--- src/rtl/regfile_dumper_pkg.sv ---
// Shared definitions for the register-file dump engine: FSM encoding and
// stream framing constants.
package regfile_dumper_pkg;

   typedef enum logic [2:0] {
      S_IDLE = 3'd0,
      S_REQ  = 3'd1,
      S_HDR  = 3'd2,
      S_READ = 3'd3,
      S_SEND = 3'd4,
      S_DONE = 3'd5
   } state_t;

   localparam logic [7:0] HDR_BYTE_DEFAULT = 8'hA5;
   localparam logic [4:0] LAST_REG         = 5'd31;
   localparam logic [1:0] LAST_BYTE        = 2'd3;

endpackage : regfile_dumper_pkg

--- src/rtl/regfile_dumper.sv ---
// Freezes the pipeline, then streams all 32 registers (optionally after a
// sync byte) as little-endian bytes over a valid/ready byte interface.
module regfile_dumper
   import regfile_dumper_pkg::*;
#(
   parameter bit         HEADER_EN = 1'b1,
   parameter logic [7:0] HDR_BYTE  = HDR_BYTE_DEFAULT
) (
   input  logic        clk,
   input  logic        reset,
   input  logic        start,
   output logic        stall_req,
   input  logic        stall_ack,
   output logic [4:0]  rf_addr,
   input  logic [31:0] rf_data,
   output logic [7:0]  tx_data,
   output logic        tx_valid,
   input  logic        tx_ready,
   output logic        busy,
   output logic        done
);

   state_t      state_reg, state_next;
   logic [4:0]  reg_cnt_reg, reg_cnt_next;
   logic [1:0]  byte_cnt_reg, byte_cnt_next;
   logic [31:0] shift_reg, shift_next;

   always_ff @(posedge clk or negedge reset) begin
      if (!reset) begin
         state_reg    <= S_IDLE;
         reg_cnt_reg  <= '0;
         byte_cnt_reg <= '0;
         shift_reg    <= '0;
      end else begin
         state_reg    <= state_next;
         reg_cnt_reg  <= reg_cnt_next;
         byte_cnt_reg <= byte_cnt_next;
         shift_reg    <= shift_next;
      end
   end

   always_comb begin
      state_next    = state_reg;
      reg_cnt_next  = reg_cnt_reg;
      byte_cnt_next = byte_cnt_reg;
      shift_next    = shift_reg;
      stall_req     = 1'b0;
      rf_addr       = '0;
      tx_data       = '0;
      tx_valid      = 1'b0;
      busy          = 1'b0;
      done          = 1'b0;

      case (state_reg)
         S_IDLE: begin
            if (start) begin
               state_next   = S_REQ;
               reg_cnt_next = '0;
            end
         end

         S_REQ: begin
            busy      = 1'b1;
            stall_req = 1'b1;
            if (stall_ack) begin
               state_next = HEADER_EN ? S_HDR : S_READ;
            end
         end

         // Losing the grant after it was given abandons the dump at once:
         // nothing is offered downstream and the FSM goes home.
         S_HDR: begin
            busy = 1'b1;
            if (!stall_ack) begin
               state_next = S_IDLE;
            end else begin
               stall_req = 1'b1;
               tx_valid  = 1'b1;
               tx_data   = HDR_BYTE;
               if (tx_ready) begin
                  state_next = S_READ;
               end
            end
         end

         S_READ: begin
            busy = 1'b1;
            if (!stall_ack) begin
               state_next = S_IDLE;
            end else begin
               stall_req     = 1'b1;
               rf_addr       = reg_cnt_reg;
               shift_next    = rf_data;
               byte_cnt_next = '0;
               state_next    = S_SEND;
            end
         end

         S_SEND: begin
            busy = 1'b1;
            if (!stall_ack) begin
               state_next = S_IDLE;
            end else begin
               stall_req = 1'b1;
               tx_valid  = 1'b1;
               tx_data   = shift_reg[7:0];
               if (tx_ready) begin
                  shift_next    = {8'h00, shift_reg[31:8]};
                  byte_cnt_next = byte_cnt_reg + 2'd1;
                  if (byte_cnt_reg == LAST_BYTE) begin
                     // Terminal compare on 31 so the counter never wraps.
                     if (reg_cnt_reg == LAST_REG) begin
                        state_next = S_DONE;
                     end else begin
                        reg_cnt_next = reg_cnt_reg + 5'd1;
                        state_next   = S_READ;
                     end
                  end
               end
            end
         end

         S_DONE: begin
            busy       = 1'b1;
            done       = 1'b1;
            state_next = S_IDLE;
         end

         default: begin
            state_next = S_IDLE;
         end
      endcase
   end

endmodule : regfile_dumper

--- config.mk ---
export PLATFORM = sky130hd
export DESIGN_NAME = regfile_dumper
export DESIGN_NICKNAME = d
export VERILOG_FILES = /design/src/rtl/regfile_dumper_pkg.sv /design/src/rtl/regfile_dumper.sv
export SDC_FILE = /design/constraint.sdc
export NUM_CORES = 1
export LEC_CHECK = 0
export ABC_AREA = 1
export BUFFER_PORTS_ARGS = -buffer_cell sky130_fd_sc_hd__buf_2
export CORE_UTILIZATION = 49
export DETAILED_ROUTE_END_ITERATION = 10
export GPL_ROUTABILITY_DRIVEN = 0
export PLACE_DENSITY = 0.76
export SYNTH_ARGS = -nofsm -noshare
export SYNTH_HDL_FRONTEND = slang
export SYNTH_SLANG_ARGS = --single-unit
--- constraint.sdc ---
create_clock -name clk -period 1.45 [get_ports clk]
set_input_delay 0 -clock clk [delete_from_list [all_inputs] [get_ports clk]]
set_output_delay 0 -clock clk [all_outputs]
set_load 0.02 [all_outputs]
Word level (Yosys, flattened, before mapping)
Cells that the tools add are included.
- add/subtract/negate cells: 2
- equal/unequal tests: 17
- multiplexer cells: 34
- reductions and logical operators: 9
- operators by type and width (kind ; count):
    $mux 32 ; 3
    $pmux 32 s2 ; 1
    $mux 5 ; 7
    $mux 3 ; 9
    $mux 8 ; 2
    $pmux 8 s2 ; 1
    $pmux 3 s5 ; 1
    $ne 2x2->1 const B ; 7
    $pmux 5 s2 ; 1
    $ne 3x3->1 const B ; 3
    $eq 3x2->1 const B ; 2
    $eq 3x3->1 const B ; 2
    $mux 2 ; 3
    $reduce_and 6->1 ; 1
    $add 5x1->5 const B ; 1
    $eq 5x5->1 const B ; 1
    $reduce_and 5->1 ; 1
    $reduce_or 5->1 ; 1
    $mux 1 ; 4
    $pmux 2 s2 ; 1
    $reduce_and 4->1 ; 1
    $reduce_bool 2->1 ; 2
    $eq 3x1->1 const B ; 1
    $logic_not 3->1 ; 1
    5 further kinds ; 5
- logic and storage cells: 66
- register bits: 42
- output and inout port bits: 17
- input port bits: 37

Logic depth before layout (Yosys ltp)
- depth after elaboration: 6
- depth in mapped cells: 11
- gate-level depth less buffers: 11

Worst setup path after synthesis
No wires, ideal clock.
- kind: register to register
- start: reg reg_cnt_reg[0]
- end: reg reg_cnt_reg[0]
- cell stages (with the launch flop): 12
- data arrival time: 1429 ps
- setup slack: -44 ps
- clock period less this slack: 1494 ps
- buffers on the path: 0
- data required time: 1385 ps
- library setup time: 65 ps
- cells stage by stage: dfrtp_1 > ha_1 > nand2_1 > nor2_1 > ha_1 > nand2_1 > nand2_1 > inv_1 > nand2_1 > nor2_1 > nand2_1 > nand2_1
- word-level cells in the longest chain between the ends: 6
- elaborated cells between the ends (all ways): 9
- those cells by class: add/sub: 1; eq/ne: 2; mux: 5; reduce/logical: 1
- ends and longest elaborated chain (item ; RTL line ; text):
    start: declaration ; regfile_dumper.sv:24 ; logic [4:0] reg_cnt_reg, reg_cnt_next;
    start signal: assignment ; regfile_dumper.sv:36 ; reg_cnt_reg <= reg_cnt_next;
    $add 5x1->5 ; regfile_dumper.sv:115 ; reg_cnt_next = reg_cnt_reg + 5'd1;
    $mux 5 ; regfile_dumper.sv:112 ; if (reg_cnt_reg == LAST_REG) begin
    $mux 5 ; regfile_dumper.sv:110 ; if (byte_cnt_reg == LAST_BYTE) begin
    $mux 5 ; regfile_dumper.sv:107 ; if (tx_ready) begin
    $mux 5 ; regfile_dumper.sv:101 ; if (!stall_ack) begin
    $pmux 5 s2 ; regfile_dumper.sv:54 ; case (state_reg)
Parallel ways exist; a longest one is shown, timed or not. The select of a mux whose other input is x is not followed.
A chain may end at the register's enable or synchronous reset.

Final worst setup path
- start: reg state_reg[1]
- end: reg shift_reg[4]
- word-level cells in the longest chain between the ends: 3
- elaborated cells between the ends (all ways): 8
- those cells by class: eq/ne: 5; mux: 1; reduce/logical: 2
- ends and longest elaborated chain (item ; RTL line ; text):
    start: declaration ; regfile_dumper.sv:23 ; state_t state_reg, state_next;
    start signal: assignment ; regfile_dumper.sv:35 ; state_reg <= state_next;
    $eq 3x3->1 or $eq 3x2->1 (tied branches) ; regfile_dumper.sv:54 ;
    $ne 2x2->1 (no source line) or $reduce_bool 2->1 (tied branches) ; - ;
    $reduce_and 4->1 (no source line) ; - ;
    end signal: assignment ; regfile_dumper.sv:38 ; shift_reg <= shift_next;
    end: declaration ; regfile_dumper.sv:26 ; logic [31:0] shift_reg, shift_next;
Parallel ways exist; a longest one is shown, timed or not.

==> flow_summary_export.csv <==
group,metric,value,unit
clock_network,cts_tree,"yes",
synth,syn_area,2370,um^2
pwr,cellPowerDensity,1450,nW/um^2
cells_and_area,largest_reg_flops,32,
setup_path,reg2reg_slack,-0.08,ns
cells_and_area,nets,465,
pwr,max-vdd-ir-drop,909,uV
sta,final.min_clock_period,1.53,ns
clock_network,h-tree-depth,2,
floorplan,coreArea,4500,um^2
floorplan,die_h,71.6,um
route,ant_nets,0,
synth,synth-compound-area-share,7.81,%
hold_path,min_path_type,"in2reg",
sta,setup_tns,-0.696,ns
pwr,p_int,3.09,mW
pwr,combPwrFrac,48.3,%
synth,synthAdderAreaFrac,1.58,%
setup_path,cp_max_fo,7,
synth,synthCells,329,
route,via_per_inst,5.22,
synth,synth_top_area_share,44.3,%
synth,ys_seq_area_share,44.3,%
clock_network,cts_root_buf,"clkbuf_8",
synth,yosys.area.top_type,"dfrtp_1",
synth,synthSimpleGateAreaFrac,38.3,%
synth,synthMostInstantiatedCell,"nand2_1",
sta,final_hold_viol_count,2,
synth,syn_avg_cell_area,7.21,um^2
setup_path,setup.worst_path.class,"reg2reg",
pwr,seq_power_share,36.4,%
status,violations,"negative hold slack, negative setup slack",
floorplan,initial_core_util,52.7,%
sta,finalClockSkew,0.0111,ns
sta,slew_viol_final,0,
route,drcViolationCount,0,
setup_path,crit_path_frequent_cell,"buf_6",
clock_network,cts_max_path_buffers,2,
sta,timing.hold.ws,-0.0144,ns
floorplan,io_pins,54,
sta,worstMarginPinSlew,0.268,ns
floorplan,die_x,71.6,um
route,wl_per_cell,13.7,um
synth,synth.top_cells.by_area,"dfrtp_1 44%, nand2_1 24%, nand3_1 5.1%, nor2_1 4.0%, inv_1 3.2%",
pwr,p_sw_share,39.4,%
sta,post-route-period-util,106,%
setup_path,start_kind,"register",
pwr,p_sw,2.01,mW
route,wl,6570,um
setup_path,slowest_stage,"dfrtp_2",
synth,synth_fp_nets,369,
setup_path,crit_required,1.67,ns
synth,synth_xor_area_share,0,%
grt,grt_max_degree,43,
pwr,pwr-share-clk,15.3,%
sta,grt_setup_unrepaired,"yes",
setup_path,crit_family,"simple AND/OR/NAND/NOR gates",
setup_path,critPathBufInv,4,
synth,synth_top_family_by_area,"simple AND/OR/NAND/NOR gates",
sta,relSlewSlack,82.1,%
sta,layout_setup_ws,-0.0814,ns
setup_path,cp.arrival,1.75,ns
synth,synth_mux_area_share,0,%
job,maxCapViolCount,0,
sta,setup_viol,26,
setup_path,crit_path_end_kind,"register",
route,vias,2493,
pwr,p_leak,1.88,nW
grt,overflow,0,
synth,synth_flop_cell,"dfrtp_1",
placement,numPortBuffers,53,
synth,synth-edff-count,0,
sta,clock.fmax,653,MHz
cells_and_area,drive_above_1_share,35.2,%
grt,track_usage,24.6,%
status,status,"complete, but fails checks",
cells_and_area,syn2layout_area_growth,48.0,%
synth,synth_common_cells,"150 x nand2_1, 42 x dfrtp_1, 25 x nor2_1",
setup_path,path_cells,"buf_6 -> inv_4 -> nand2_4 -> nor2_8 -> nand2_4 -> nand2_8 -> buf_6 -> buf_6 -> nand2_2 -> o21ai_1",
clock_network,cts_buffers,5,
floorplan,num_rows,24,
clock_network,clk_latency,0.30,ns
clock_network,cts_sinks,42,
grt,grt_pass1_vias,2247,
synth,async_flop_share,100,%
synth,netlist-cell-type-count,25,
floorplan,die-area,5120,um^2
cells_and_area,postLayoutCoreUtil,78.0,%
synth,synth-seq-cells,42,
setup_path,max_stage_delay,0.46,ns
grt,grt_pass1_wl,9780,um
route,first_pass_iters,5,
placement,dp_hpwl,3820,um
synth,yosysWarnings,0,
cells_and_area,diodes,0,
cells_and_area,fillers,320,
clock_network,clkTransAtPathRegs,0.08,ns
grt,antenna_found_initial,0,
route,drt_iter0_markers,204,
layout make-up:
class / count / area [um^2] / share of cell area (%)
clock buffer: 7 / 86.3 / 2.46
timing repair buffer: 104 / 926 / 26.4
clock inverter: 1 / 5.00 / 0.143
tap: 52 / 65.1 / 1.85
inverter: 24 / 92.6 / 2.64
sequential: 42 / 1050 / 30.0
multi-input combinational: 248 / 1280 / 36.6
cells in the final DEF (no fill, tap or decap), types with 8 or more instances in the layout:
master / instances
nand2_1: 136
dfrtp_1: 40
buf_2: 37
buf_4: 28
nand3_1: 23
inv_1: 19
o21ai_1: 16
buf_6: 16
nand2_2: 13
nor2_1: 12
dlygate4sd3_1: 11
nor2_2: 9
o21a_1: 8
repair_timing:
action                                  4_1_cts  5_1_grt
gates cloned                                  0        6
hold buffers                                 11        0
setup buffers                                 8        8
hold endpoints to repair                     52        0
endpoints found under the setup margin       20       48
gates resized for setup                      20       74
pin swaps                                     9       21
kinds of logic after synthesis:
group / Yosys count
AO/OA/AOI/OAI: 33
adder cells (fa/ha/maj): 3
buffers and inverters: 39
flip-flops: 42
AND/OR/NAND/NOR: 212
per-layer routing:
metal	part of all wire (%)	GRT usage (%)	vias up	wire length, um
met5	0	0	-	0
met4	1.8	6.10	0	120
met3	6.1	3.94	15	403
met2	50	43.0	98	3270
met1	42	32.2	1158	2780
li1	-	-	1222	-
final timing paths:
check | startpoint | end | cells after the start
min in group asynchronous | reset | shift_reg[14] | 3
worst min-delay path | rf_data[3] | shift_reg[3] | 3
max in group asynchronous | reset | state_reg[2] | 3
worst min register to register | shift_reg[25] | shift_reg[25] | 2
worst max-delay path | state_reg[1] | shift_reg[4] | 10
worst max register to register | state_reg[1] | shift_reg[4] | 10
through the flow:
| step | setup slack, ns | hold slack (ns) | instance area, um^2 | power, mW | std cells |
|---|---|---|---|---|---|
| finish | -0.0814 | -0.0144 | 3510 | 5.09 | 478 |
| global route | -0.129 | 0.0152 | 3510 | 5.46 | 478 |
| CTS | -0.0131 | 0.00429 | 3100 | 4.59 | 464 |
| detailed placement | -0.0853 | -0.00974 | 2790 | 3.61 | 437 |
| global placement | -0.0133 | -0.0124 | 2790 | 3.55 | 437 |
| floorplan | -0.00576 | -0.296 | 2370 | 3.11 | 329 |
tightest hold or removal path, cell delays in order:
cell and delay [ns]:
buf_2 0.07, o21ai_1 0.06, o21ai_1 0.12
power groups by stage:
stage | Sequential [mW] | Clock [mW] | Combinational, mW
final | 1.86 | 0.778 | 2.46
after global placement | 1.84 | 0 | 1.71
after global routing | 1.90 | 0.829 | 2.72
after CTS | 1.83 | 0.781 | 1.98
after detailed placement | 1.86 | 0 | 1.75
after floorplan | 1.79 | 0 | 1.32
Power figures use the tool's default switching activity.
